[config.mk]
export PLATFORM = sky130hd
export DESIGN_NAME = fifo_watermark_ctrl_flat
export DESIGN_NICKNAME = d
export VERILOG_FILES = /design/src/rtl/fifo_watermark_ctrl_pkg.sv /design/src/rtl/fifo_watermark_ctrl_if.sv /design/src/rtl/fifo_watermark_ctrl_pattern_gen.sv /design/src/rtl/fifo_watermark_ctrl.sv /design/src/flat_wrapper.sv
export SDC_FILE = /design/constraint.sdc
export NUM_CORES = 1
export LEC_CHECK = 0
export ABC_AREA = 1
export CORE_MARGIN = 3
export CORE_UTILIZATION = 45
export CTS_CLUSTER_SIZE = 20
export DETAILED_ROUTE_END_ITERATION = 12
export PLACE_DENSITY = 0.76
export SETUP_SLACK_MARGIN = 0.4
export SLEW_MARGIN = 15
export SYNTH_ARGS = -nofsm -noshare
export SYNTH_HDL_FRONTEND = slang
export SYNTH_SLANG_ARGS = --single-unit
[constraint.sdc]
create_clock -name clk -period 1.6 [get_ports clk]
set_input_delay 0.32 -clock clk [delete_from_list [all_inputs] [get_ports clk]]
set_output_delay 0.32 -clock clk [all_outputs]
set_load 0.02 [all_outputs]
[src/rtl/fifo_watermark_ctrl_pkg.sv]
// Shared types and constants for the FIFO watermark controller slice.
package fifo_ctrl_pkg;

  // Controller state encoding; code 2'd3 is unused and recovers to IDLE.
  typedef enum logic [1:0] {
    ST_IDLE  = 2'd0,
    ST_FILL  = 2'd1,
    ST_DRAIN = 2'd2
  } state_t;

  // Write-data pattern selection.
  localparam int PAT_CONST = 0;
  localparam int PAT_INC   = 1;
  localparam int PAT_LFSR  = 2;

endpackage : fifo_ctrl_pkg

[src/rtl/fifo_watermark_ctrl_if.sv]
// FIFO-side signal bundle: the controller is the master, the FIFO the slave.
interface fifo_watermark_ctrl_if #(
  parameter int DATA_W = 8,
  parameter int CNT_W  = 4
);

  logic [CNT_W-1:0]  fifo_words;
  logic              fifo_full;
  logic              fifo_empty;
  logic              wr_en;
  logic              rd_en;
  logic [DATA_W-1:0] fifo_data;

  modport master (
    input  fifo_words, fifo_full, fifo_empty,
    output wr_en, rd_en, fifo_data
  );

  modport slave (
    output fifo_words, fifo_full, fifo_empty,
    input  wr_en, rd_en, fifo_data
  );

endinterface : fifo_watermark_ctrl_if

[src/rtl/fifo_watermark_ctrl_pattern_gen.sv]
// Write-data pattern register: constant, incrementing or Galois LFSR.
// The register only moves when the controller actually writes a word, so
// the sequence seen by the FIFO is gap-free across stalls and bursts.
module fifo_pattern_gen
  import fifo_ctrl_pkg::*;
#(
  parameter int              DATA_W       = 8,
  parameter int              PATTERN_MODE = PAT_CONST,
  parameter logic [DATA_W-1:0] CONST_DATA = 8'hAA,
  parameter logic [DATA_W-1:0] LFSR_TAPS  = 8'hB8,
  parameter logic [DATA_W-1:0] LFSR_SEED  = 8'h01
) (
  input  logic              clk,
  input  logic              rst_n,
  input  logic              advance,
  output logic [DATA_W-1:0] data
);

  // An all-zero seed would lock the LFSR, so it is replaced by 1.
  localparam logic [DATA_W-1:0] SEED_EFF =
    (LFSR_SEED == '0) ? DATA_W'(1) : LFSR_SEED;

  localparam logic [DATA_W-1:0] RESET_VAL =
    (PATTERN_MODE == PAT_CONST) ? CONST_DATA :
    (PATTERN_MODE == PAT_INC)   ? '0         : SEED_EFF;

  logic [DATA_W-1:0] data_next;

  // Next pattern value as a pure function of the current one.
  always_comb begin
    data_next = data;
    case (PATTERN_MODE)
      PAT_INC:  data_next = data + DATA_W'(1);
      PAT_LFSR: data_next = data[0] ? ((data >> 1) ^ LFSR_TAPS) : (data >> 1);
      default:  data_next = data;
    endcase
  end

  // Pattern register: load reset value, advance only on an accepted write.
  // NOTE: sequential state is updated with non-blocking assignments so every
  // flop samples pre-edge values regardless of process evaluation order.
  always_ff @(posedge clk or negedge rst_n) begin
    if (!rst_n) begin
      data <= RESET_VAL;
    end else if (advance) begin
      data <= data_next;
    end
  end

endmodule : fifo_pattern_gen

[src/rtl/fifo_watermark_ctrl.sv]
// Hysteretic FIFO traffic master: fills to HIGH_WM, drains to LOW_WM, repeats.
// Strobes decode the state combinationally and are gated by the FIFO flags.
module fifo_watermark_ctrl
  import fifo_ctrl_pkg::*;
#(
  parameter int                DATA_W       = 8,
  parameter int                CNT_W        = 4,
  parameter int                HIGH_WM      = 5,
  parameter int                LOW_WM       = 2,
  parameter int                PATTERN_MODE = PAT_CONST,
  parameter logic [DATA_W-1:0] CONST_DATA   = 8'hAA,
  parameter logic [DATA_W-1:0] LFSR_TAPS    = 8'hB8,
  parameter logic [DATA_W-1:0] LFSR_SEED    = 8'h01,
  parameter int                STAT_W       = 16
) (
  input  logic                clk,
  input  logic                rst_n,
  input  logic                enable,
  fifo_watermark_ctrl_if.master fifo,
  output logic [1:0]          state_o,
  output logic [STAT_W-1:0]   wr_count,
  output logic [STAT_W-1:0]   rd_count
);

  // Reject watermark/mode combinations that cannot work at elaboration time.
  if (!(LOW_WM < HIGH_WM && HIGH_WM <= (1 << CNT_W) - 1)) begin : g_bad_wm
    $error("fifo_watermark_ctrl: need LOW_WM < HIGH_WM <= 2**CNT_W-1");
  end
  if (PATTERN_MODE < 0 || PATTERN_MODE > 2) begin : g_bad_mode
    $error("fifo_watermark_ctrl: PATTERN_MODE must be 0, 1 or 2");
  end

  // Watermarks sized to the occupancy bus so comparisons are width-matched.
  localparam logic [CNT_W-1:0] HIGH_WM_C = CNT_W'(HIGH_WM);
  localparam logic [CNT_W-1:0] LOW_WM_C  = CNT_W'(LOW_WM);

  state_t            state_q;
  state_t            state_d;
  logic              wr_en;
  logic              rd_en;
  logic [DATA_W-1:0] pattern;

  // State register.
  always_ff @(posedge clk or negedge rst_n) begin
    if (!rst_n) begin
      state_q <= ST_IDLE;
    end else begin
      state_q <= state_d;
    end
  end

  // Next-state logic: enable low wins everywhere; watermarks give hysteresis.
  // NOTE: state_d gets a default before the case so no path leaves it
  // unassigned, which would otherwise infer a latch.
  always_comb begin
    state_d = ST_IDLE;
    if (enable) begin
      case (state_q)
        ST_IDLE:  state_d = ST_FILL;
        ST_FILL:  state_d = (fifo.fifo_words >= HIGH_WM_C) ? ST_DRAIN : ST_FILL;
        ST_DRAIN: state_d = (fifo.fifo_words <= LOW_WM_C)  ? ST_FILL  : ST_DRAIN;
        default:  state_d = ST_IDLE;
      endcase
    end
  end

  // Output decode: Moore strobes gated by the FIFO's full/empty flags.
  always_comb begin
    wr_en = 1'b0;
    rd_en = 1'b0;
    case (state_q)
      ST_FILL:  wr_en = !fifo.fifo_full;
      ST_DRAIN: rd_en = !fifo.fifo_empty;
      default: begin
        wr_en = 1'b0;
        rd_en = 1'b0;
      end
    endcase
  end

  assign fifo.wr_en     = wr_en;
  assign fifo.rd_en     = rd_en;
  assign fifo.fifo_data = pattern;
  assign state_o        = state_q;

  fifo_pattern_gen #(
    .DATA_W       (DATA_W),
    .PATTERN_MODE (PATTERN_MODE),
    .CONST_DATA   (CONST_DATA),
    .LFSR_TAPS    (LFSR_TAPS),
    .LFSR_SEED    (LFSR_SEED)
  ) u_pattern (
    .clk     (clk),
    .rst_n   (rst_n),
    .advance (wr_en),
    .data    (pattern)
  );

  // Transfer counters: free-running and wrapping; enable does not clear them.
  always_ff @(posedge clk or negedge rst_n) begin
    if (!rst_n) begin
      wr_count <= '0;
      rd_count <= '0;
    end else begin
      if (wr_en) wr_count <= wr_count + STAT_W'(1);
      if (rd_en) rd_count <= rd_count + STAT_W'(1);
    end
  end

endmodule : fifo_watermark_ctrl

[src/flat_wrapper.sv]
// flat-port wrapper written by rule: the top's interface ports become plain ports
module fifo_watermark_ctrl_flat import fifo_ctrl_pkg::*;
#(
  parameter int                DATA_W       = 8,
  parameter int                CNT_W        = 4,
  parameter int                HIGH_WM      = 5,
  parameter int                LOW_WM       = 2,
  parameter int                PATTERN_MODE = PAT_CONST,
  parameter logic [DATA_W-1:0] CONST_DATA   = 8'hAA,
  parameter logic [DATA_W-1:0] LFSR_TAPS    = 8'hB8,
  parameter logic [DATA_W-1:0] LFSR_SEED    = 8'h01,
  parameter int                STAT_W       = 16
)
  (clk, rst_n, enable, state_o, wr_count, rd_count, fifo_fifo_words, fifo_fifo_full, fifo_fifo_empty, fifo_wr_en, fifo_rd_en, fifo_fifo_data);
  fifo_watermark_ctrl_if #(.DATA_W(DATA_W), .CNT_W(CNT_W)) fifo_i ();
  input  logic clk;
  input  logic rst_n;
  input  logic enable;
  output logic [1:0] state_o;
  output logic [STAT_W-1:0] wr_count;
  output logic [STAT_W-1:0] rd_count;
  input wire logic [$bits(fifo_i.fifo_words)-1:0] fifo_fifo_words;
  input wire logic [$bits(fifo_i.fifo_full)-1:0] fifo_fifo_full;
  input wire logic [$bits(fifo_i.fifo_empty)-1:0] fifo_fifo_empty;
  output wire logic [$bits(fifo_i.wr_en)-1:0] fifo_wr_en;
  output wire logic [$bits(fifo_i.rd_en)-1:0] fifo_rd_en;
  output wire logic [$bits(fifo_i.fifo_data)-1:0] fifo_fifo_data;
  assign fifo_i.fifo_words = fifo_fifo_words;
  assign fifo_i.fifo_full = fifo_fifo_full;
  assign fifo_i.fifo_empty = fifo_fifo_empty;
  assign fifo_wr_en = fifo_i.wr_en;
  assign fifo_rd_en = fifo_i.rd_en;
  assign fifo_fifo_data = fifo_i.fifo_data;
  fifo_watermark_ctrl #(.DATA_W(DATA_W), .CNT_W(CNT_W), .HIGH_WM(HIGH_WM), .LOW_WM(LOW_WM), .PATTERN_MODE(PATTERN_MODE), .CONST_DATA(CONST_DATA), .LFSR_TAPS(LFSR_TAPS), .LFSR_SEED(LFSR_SEED), .STAT_W(STAT_W)) u_core (.clk(clk), .rst_n(rst_n), .enable(enable), .fifo(fifo_i), .state_o(state_o), .wr_count(wr_count), .rd_count(rd_count));
endmodule
==> metrics.csv, run 1 <==
metric;value;unit
YS warnings;0;
first-pass GRT wire length;8.33;mm
row count;22;
mapped cell area;0.00183;sq mm
antenna violations before repair;0;
asr flop ratio synth;100;%
critical path startpoint category;register;
Slowest cell on crit path;dfrtp_2;
I/O pin count;53;
most numerous cell in the Yosys netlist;nand2_1;
Root Buffer;clkbuf_8;
diodes inserted;0;
minimum clock period;1.45;ns
Post-synth top flop;dfrtp_1;
Yosys reg bits;34;
Cell variety after synth;25;
vias;1859;
Peak VDD IR;0.000903;V
Static Leak;1.64;nW
Total Routing Usage GR;21.1;%
Initial Util;48.1;%
Area after DPL;0.00242;sq mm
gr ovfl total;0;
htree depth;2;
routability cong.;0.885;
fraction of layout cells with a size suffix above 1;50.8;%
Final setup viols;0;
Pwr Density;898;mW/mm^2
Die Y;69.7;microns
crit path kind;register to output port;
drt first pass iters;4;
Die ar.;0.00486;sq mm
CP Max Fanout;3;
CTS tree;done;
final layout net count;341;
final hold vios;0;
top cell type's share of synthesized area;46.5;%
Port Buf Inserts;44;
Area growth, synth to finish;71.1;%
RSZ-0062 raised after global routing;true;
clock skew;0.00752;ns
largest cells by area after synthesis;dfrtp_1, nand2_1, inv_1, xor2_1, nand3_1;
Bufs and invs on worst path;3;
Critical path origin;u_core.state_o[0];
vias in the first global route;1830;
Worst setup EP type;output port;
Vias/cell;4.91;
cell area after layout;0.00313;sq mm
hpwl dp;2.90;mm
Hold/Removal Path Class;input pin to asynchronous set/reset pin;
Core Area;0.00380;sq mm
status;completed;
synth cell count leaders;nand2_1, dfrtp_1, inv_1;
worst r2r src;u_core.state_o[0];
Max-cap violations;0;
post-synthesis sequential area ratio;46.5;%
# fillers;225;
Arr. time, crit path;1.13;ns
Final Cycle Share;90.7;%
fmax;689;MHz
DRC viols;0;
antenna viol nets, final;0;
Longest Clk Path Bufs;2;
initial DRC count;97;
worst setup margin;0.150;ns
worst reg-to-reg setup slack;0.18;ns
Syn Inst Count;220;
CP delay by family, top;flip-flops;
WL final;5.72;mm
CTS Sinks;34;
fin. max-slew vios;0;
post-DR wirelength/cell;15.1;microns
Worst-Skew Late Latency;0.29;ns
post-synth top area cell;dfrtp_1;
Die X-Extent;69.7;microns
Setup WS pre-CTS;-0.308;ns
critical path required time;1.28;ns
crit-path cells;inv_2 > nand3b_1 > inv_4 > buf_6;
CTS clock-pin slew for the worst setup and hold paths;0.07;ns
pin count of the biggest net entering global routing;35;
syn avg cell area;8.31;sq um
crit-path max cell delay;0.43;ns
EDFF count, synth;0;
Tot Pwr;2.81;mW
CTS Buf Count;5;
==> flip-flops by register name (all words and copies together) (netlist names) <==
register and cells:
u_core.state_o 2, u_core.wr_count 16, u_core.rd_count 16
==> final timing paths <==
kind / end / depth (start not counted)
worst max register to register: u_core.rd_count[9] / 7
worst max-delay path: fifo_rd_en / 4
max in group asynchronous: u_core.state_o[1] / 2
worst min-delay path: u_core.rd_count[2] / 2
min in group clk: u_core.rd_count[4] / 1
worst min register to register: u_core.rd_count[4] / 1
==> final cells by class <==
class | count | area [sq um] | area share (%)
timing repair buffer | 106 | 955 | 30.5
multi-input combinational | 153 | 1040 | 33.2
sequential | 34 | 868 | 27.8
tap | 48 | 60.1 | 1.92
clock buffer | 8 | 90.1 | 2.88
inverter | 30 | 116 | 3.72
==> report_power, final <==
group	total [mW]	leakage [nW]	internal (mW)	switching (mW)
clock	0.674	0.0455	0.351	0.323
combinational	1.01	1.18	0.554	0.456
sequential	1.12	0.416	0.973	0.152
total	2.81	1.64	1.88	0.931
==> cell families (layout without fill, tap and decap cells) <==
family                     count (synthesis)  in the layout  share of synthesized area, %
xor gates and xnor gates                  21             21                          10.1
and+or+nand+nor                          118            118                          30.4
adders and majority gates                  2              2                          1.37
buffers and inverters                     39            144                          9.86
AOI/OAI and AO/OA                          4              4                          1.37
DFF                                       34             34                          46.5
other                                      2              8                         0.411
==> placed cells by master, fill, tap and decap left out, types with 3 or more instances in the layout <==
master,count
buf_2,14
buf_4,42
buf_6,40
clkbuf_8,6
clkdlybuf4s50_1,7
conb_1,8
dfrtp_1,20
dfrtp_2,14
inv_1,26
nand2_1,50
nand2_2,10
nand3_1,9
nand3_2,8
nand3b_1,3
nand4_1,4
nor2_1,8
nor2_2,6
nor2_4,9
nor3_1,3
xnor2_1,7
xnor2_2,3
xor2_1,11
==> per-stage QoR <==
step | setup TNS [ns] | util, % | cells | hold slack, ns
2_1_floorplan | 0 | - | 226 | 0.0244
3_3_place_gp | -0.886 | 63.8 | 318 | 0.469
3_5_place_dp | -1.10 | 63.8 | 318 | 0.475
4_1_cts | 0 | 74.0 | 359 | 0.399
5_1_grt | 0 | 82.3 | 379 | 0.406
6_report | 0 | 82.3 | 379 | 0.390
==> per-layer routing <==
metal  share of wire, %  wire length, microns  GRT usage (%)
met1                 39                  2240           26.1
met2                 54                  3120           37.2
met3                5.6                   321           4.93
met4               0.84                    48           5.11
met5                  0                     0              0
==> what timing repair did <==
item / CTS / global route
hold buffers: 0 / 0
gates resized for setup: 208 / 45
buffers inserted: 33 / 20
setup endpoints to repair: 61 / 59
pin swaps: 17 / 20
==> worst register-to-register path: cells and delay by family (launching register included) <==
family / cells / cell delay (ns)
flops: 1 / 0.43
simple gates: 3 / 0.36
buf+inv: 3 / 0.39
xor+xnor: 1 / 0.13
Note: power is estimated with default switching activity, not from simulation.
==> run 2, diff against run 1 <==
--- a/config.mk
+++ b/config.mk
@@ -10,7 +10,7 @@
 export CORE_UTILIZATION = 45
 export CTS_CLUSTER_SIZE = 20
 export DETAILED_ROUTE_END_ITERATION = 12
-export PLACE_DENSITY = 0.76
+export PLACE_DENSITY = 0.8
 export SETUP_SLACK_MARGIN = 0.4
 export SLEW_MARGIN = 15
 export SYNTH_ARGS = -nofsm -noshare
==> run 2 against run 1 <==
Against the previous run:
- fmax grew 1.6%
- routed wire length shrank 15%
- setup slack gained 0.022 ns
- register-to-register slack gained 0.05 ns
- clock power grew 15%
- total power grew 0.29%
- sequential cell count is the same
- final cell count shrank 3.2%
- first-iteration DRC count shrank 31%
- cell area shrank 5.7%
- largest power group unchanged
- highest routed layer unchanged
==> metrics.csv, run 2 (synthesized netlist as in run 1, its figures left out) <==
metric;value;unit
status;completed;
routability cong.;0.793;
Root Buffer;clkbuf_8;
vias in the first global route;1652;
grt met2 use;31.0;%
critical path depth in cells;4;
Die X-Extent;69.7;microns
Final Cycle Share;89.3;%
Pwr Density;955;mW/mm^2
WL final;4.87;mm
Die Y;69.7;microns
row count;22;
worst hold slack;0.394;ns
Vias/cell;4.80;
Logic pwr share;32.8;%
Worst setup EP type;output port;
CTS tree;done;
Final Instance Count excl. Fillers;367;
Bufs and invs on worst path;3;
hpwl dp;2.81;mm
Sequential Power Share;39.6;%
CP Max Fanout;3;
critical path startpoint category;register;
final core utilization;77.6;%
CTS Sinks;34;
Switching Fraction;30.9;%
pin count of the biggest net entering global routing;35;
htree depth;2;
antenna violations before repair;0;
CP delay by family, top;flip-flops;
grt met3 use;5.36;%
final layout net count;329;
Max-cap violations;0;
dpl cells;319;
Top Usage Layer GRT;met2;
crit-path max cell delay;0.43;ns
most frequent cells in the layout;nand2_1, buf_4, buf_6;
initial DRC count;67;
Longest Clk Path Bufs;2;
final hold vios;0;
drt first pass iters;4;
Worst-Skew Late Latency;0.29;ns
Arr. time, crit path;1.11;ns
most common cell after layout, fill and taps aside;nand2_1;
Static Leak;1.53;nW
clock skew;0.00796;ns
DRC viols;0;
Reg2Reg Depth;9;
fmax;700;MHz
antenna viol nets, final;0;
Final setup viols;0;
multi-input logic area;952;sq um
Die ar.;0.00486;sq mm
routing usage on met1;22.4;%
vias;1761;
crit-path cells;inv_2 > nand3b_1 > inv_4 > buf_6;
fin. max-slew vios;0;
Slowest cell on crit path;dfrtp_2;
Net Sw Power;0.870;mW
Initial Util;48.1;%
Power Internal;1.95;mW
fraction of layout cells with a size suffix above 1;44.2;%
# fillers;243;
clock network power share;27.6;%
critical path required time;1.28;ns
Hold/Removal Path Class;input pin to asynchronous set/reset pin;
crit path kind;register to output port;
Reg area;868;sq um
Core Area;0.00380;sq mm
diodes inserted;0;
CTS clock-pin slew for the worst setup and hold paths;0.07;ns
Total Routing Usage GR;18.6;%
first-pass GRT wire length;7.22;mm
hold_buf cts;0;
I/O pin count;53;
Peak VDD IR;0.00103;V
gr ovfl total;0;
Area growth, synth to finish;61.3;%
Port Buf Inserts;44;
RSZ-0062 raised after global routing;true;
CTS Buf Count;5;
minimum clock period;1.43;ns
post-DR wirelength/cell;13.3;microns
run 2: cell count changes in the layout (fill, tap and decap cells not counted), sizes merged:
cell | previous run | this run
bufinv | 0 | 1
buf | 98 | 86
clkbuf | 8 | 7
run 2: repair_timing:
item	CTS	global route
pin swaps	1	10
resized for setup	177	56
gates cloned	0	0
endpoints found under the setup margin	59	57
buffers inserted	23	17
run 2: path summary, 6_finish.rpt:
check	slack (ns)	end	start
worst max-delay path	0.17	fifo_rd_en	u_core.state_o[0]
worst min-delay path	0.39	u_core.wr_count[7]	rst_n
worst max register to register	0.23	u_core.rd_count[12]	u_core.state_o[0]
worst min register to register	0.50	u_core.wr_count[15]	u_core.wr_count[15]
max in group asynchronous	1.01	u_core.state_o[0]	rst_n
min in group clk	0.50	u_core.wr_count[15]	u_core.wr_count[15]
run 2: power by group through the flow:
stage	sequential [mW]	clock [mW]	combinational, mW
6_report	1.12	0.778	0.923
5_1_grt	1.13	0.838	0.996
4_1_cts	1.10	0.792	0.689
3_5_place_dp	1.12	0	0.626
3_3_place_gp	1.12	0	0.612
2_1_floorplan	1.22	0	0.219
run 2: worst reg2reg max path, cell delays in order, from the launching register on:
cell and delay (ns):
dfrtp_2 0.43, inv_2 0.07, nand3b_1 0.14, buf_6 0.20, nor2_2 0.12, buf_4 0.13, nand3b_1 0.08, nand2_1 0.08
nand2_1 0.05, inv_1 0.04
run 2: through the flow:
stage | TNS, ns | power (mW) | worst slack (ns) | area (sq um)
finish | 0 | 2.82 | 0.172 | 2950
global route | 0 | 2.97 | 0.123 | 2950
CTS | 0 | 2.58 | 0.183 | 2630
detailed placement | -0.935 | 1.75 | -0.316 | 2430
global placement | -0.835 | 1.73 | -0.306 | 2430
floorplan | 0 | 1.44 | 0.224 | 1920
run 2: area by class of cell:
cell class              count  share of cell area, %
clock buffers               7                   2.59
clock inverters             1                   1.02
inverters                  30                   3.90
multi-input cells         153                   32.3
flip-flops and latches     34                   29.4
well taps                  48                   2.04
repair buffers             94                   28.7
run 2: routing by layer:
metal | wire, microns | vias to the layer above | share of wire, %
met5 | 0 | - | 0
met1 | 1990 | 840 | 41
li1 | - | 857 | -
met4 | 91 | 0 | 1.9
met2 | 2530 | 52 | 52
met3 | 261 | 12 | 5.4
==> run 3, diff against run 2 <==
--- a/config.mk
+++ b/config.mk
@@ -6,9 +6,7 @@
 export NUM_CORES = 1
 export LEC_CHECK = 0
 export ABC_AREA = 1
-export CORE_MARGIN = 3
 export CORE_UTILIZATION = 45
-export CTS_CLUSTER_SIZE = 20
 export DETAILED_ROUTE_END_ITERATION = 12
 export PLACE_DENSITY = 0.8
 export SETUP_SLACK_MARGIN = 0.4
==> run 3 against run 2 <==
Against the previous run:
- register-to-register slack got worse by 0.05 ns
- clock skew fell by 0.00080 ns
- fmax fell by 2.7%
- count of clock-buffer cells in the layout did not move
- routed wire length rose by 4.2%
- highest routed layer unchanged
==> metrics.csv, run 3 (synthesized netlist as in run 1, its figures left out) <==
metric;value;unit
status;completed;
post-DR wirelength/cell;13.8;microns
critical path required time;1.28;ns
Final Cycle Share;91.7;%
Worst setup EP type;output port;
Final setup viols;0;
final core utilization;78.8;%
CTS tree;done;
Die ar.;0.00432;sq mm
fmax;681;MHz
final layout net count;330;
Static Leak;1.51;nW
Pwr Density;920;mW/mm^2
Longest Clk Path Bufs;2;
final hold vios;0;
first-pass GRT wire length;7.52;mm
fraction of layout cells with a size suffix above 1;48.4;%
Max-cap violations;0;
minimum clock period;1.47;ns
Peak VDD IR;0.000889;V
clock skew;0.00716;ns
Worst-Skew Late Latency;0.30;ns
worst setup margin;0.132;ns
most frequent cells in the layout;nand2_1, buf_4, buf_6;
pin count of the biggest net entering global routing;35;
vias in the first global route;1736;
vias;1793;
CTS clock-pin slew for the worst setup and hold paths;0.07;ns
Root Buffer;clkbuf_8;
Die X-Extent;65.7;microns
hold_buf cts;0;
Port Buf Inserts;44;
hpwl dp;2.70;mm
Vias/cell;4.87;
DRC viols;0;
RSZ-0062 raised after global routing;true;
# fillers;237;
antenna viol nets, final;0;
Fin Setup TNS;0;ns
WL final;5.08;mm
initial DRC count;159;
row count;22;
Hold/Removal Path Class;input pin to asynchronous set/reset pin;
Initial Util;48.5;%
most common cell after layout, fill and taps aside;nand2_1;
Die Y;65.7;microns
CP Max Fanout;2;
CTS Sinks;34;
Setup WS pre-CTS;-0.308;ns
CTS Buf Count;5;
critical path startpoint category;register;
Core Area;0.00377;sq mm
diodes inserted;0;
I/O pin count;53;
Area growth, synth to finish;62.5;%
crit path kind;register to output port;
drt first pass iters;5;
gr ovfl total;0;
Total Routing Usage GR;23.0;%
Arr. time, crit path;1.15;ns
routability cong.;0.798;
Tot Pwr;2.73;mW
antenna violations before repair;0;
htree depth;2;
fin. max-slew vios;0;
-- run 3: changes by cell type in the layout (fill, tap and decap cells not counted), sizes merged --
cell,delta
buf,+1
bufinv,-1
clkinv,+1
-- run 3: path summary, 6_finish.rpt --
check / cells after the start / startpoint / slack (ns) / to
setup / recovery: 4 / u_core.state_o[0] / 0.13 / fifo_rd_en
hold / removal: 2 / rst_n / 0.39 / u_core.wr_count[8]
setup reg to reg: 7 / u_core.state_o[1] / 0.18 / u_core.wr_count[7]
hold reg to reg: 1 / u_core.rd_count[4] / 0.51 / u_core.rd_count[4]
max in group asynchronous: 2 / rst_n / 1.01 / u_core.rd_count[0]
min in group clk: 1 / u_core.rd_count[4] / 0.51 / u_core.rd_count[4]
-- run 3: worst max-delay path: stages (launching register included) --
cell and delay (ns):
dfrtp_2 0.42, inv_2 0.07, nand3b_1 0.15, inv_4 0.10
buf_6 0.11
-- run 3: cell type report --
type / count / area [sq um] / area share, %
multi-input cells: 153 / 991 / 33.4
flip-flops and latches: 34 / 872 / 29.4
repair buffers: 95 / 841 / 28.3
inverters: 30 / 115 / 3.88
clock buffers: 7 / 86.3 / 2.91
well taps: 48 / 60.1 / 2.02
clock inverters: 1 / 5.00 / 0.168
-- run 3: repair_timing --
item,CTS,global route
setup endpoints to repair,58,52
pin swaps,12,10
setup buffers,25,15
gates resized for setup,198,43
-- run 3: per-layer routing --
layer / up-vias / track usage (%) / wire length (microns)
li1: 856 / - / -
met1: 863 / 27.6 / 2040
met2: 60 / 38.6 / 2660
met3: 14 / 6.42 / 245
met4: 0 / 8.97 / 128
met5: - / 0 / 0
-- run 3: per-stage QoR --
stage	cell area, sq um	hold WS [ns]	cells
floorplan	1920	0.0244	226
global placement	2440	0.473	320
detailed placement	2440	0.484	320
CTS	2720	0.402	353
global route	2970	0.402	368
finish	2970	0.386	368
-- run 3: power breakdown --
group          switching [mW]  internal (mW)  leakage [nW]
Sequential              0.142          0.973         0.411
Combinational           0.427          0.517          1.05
Clock                   0.328          0.347        0.0482
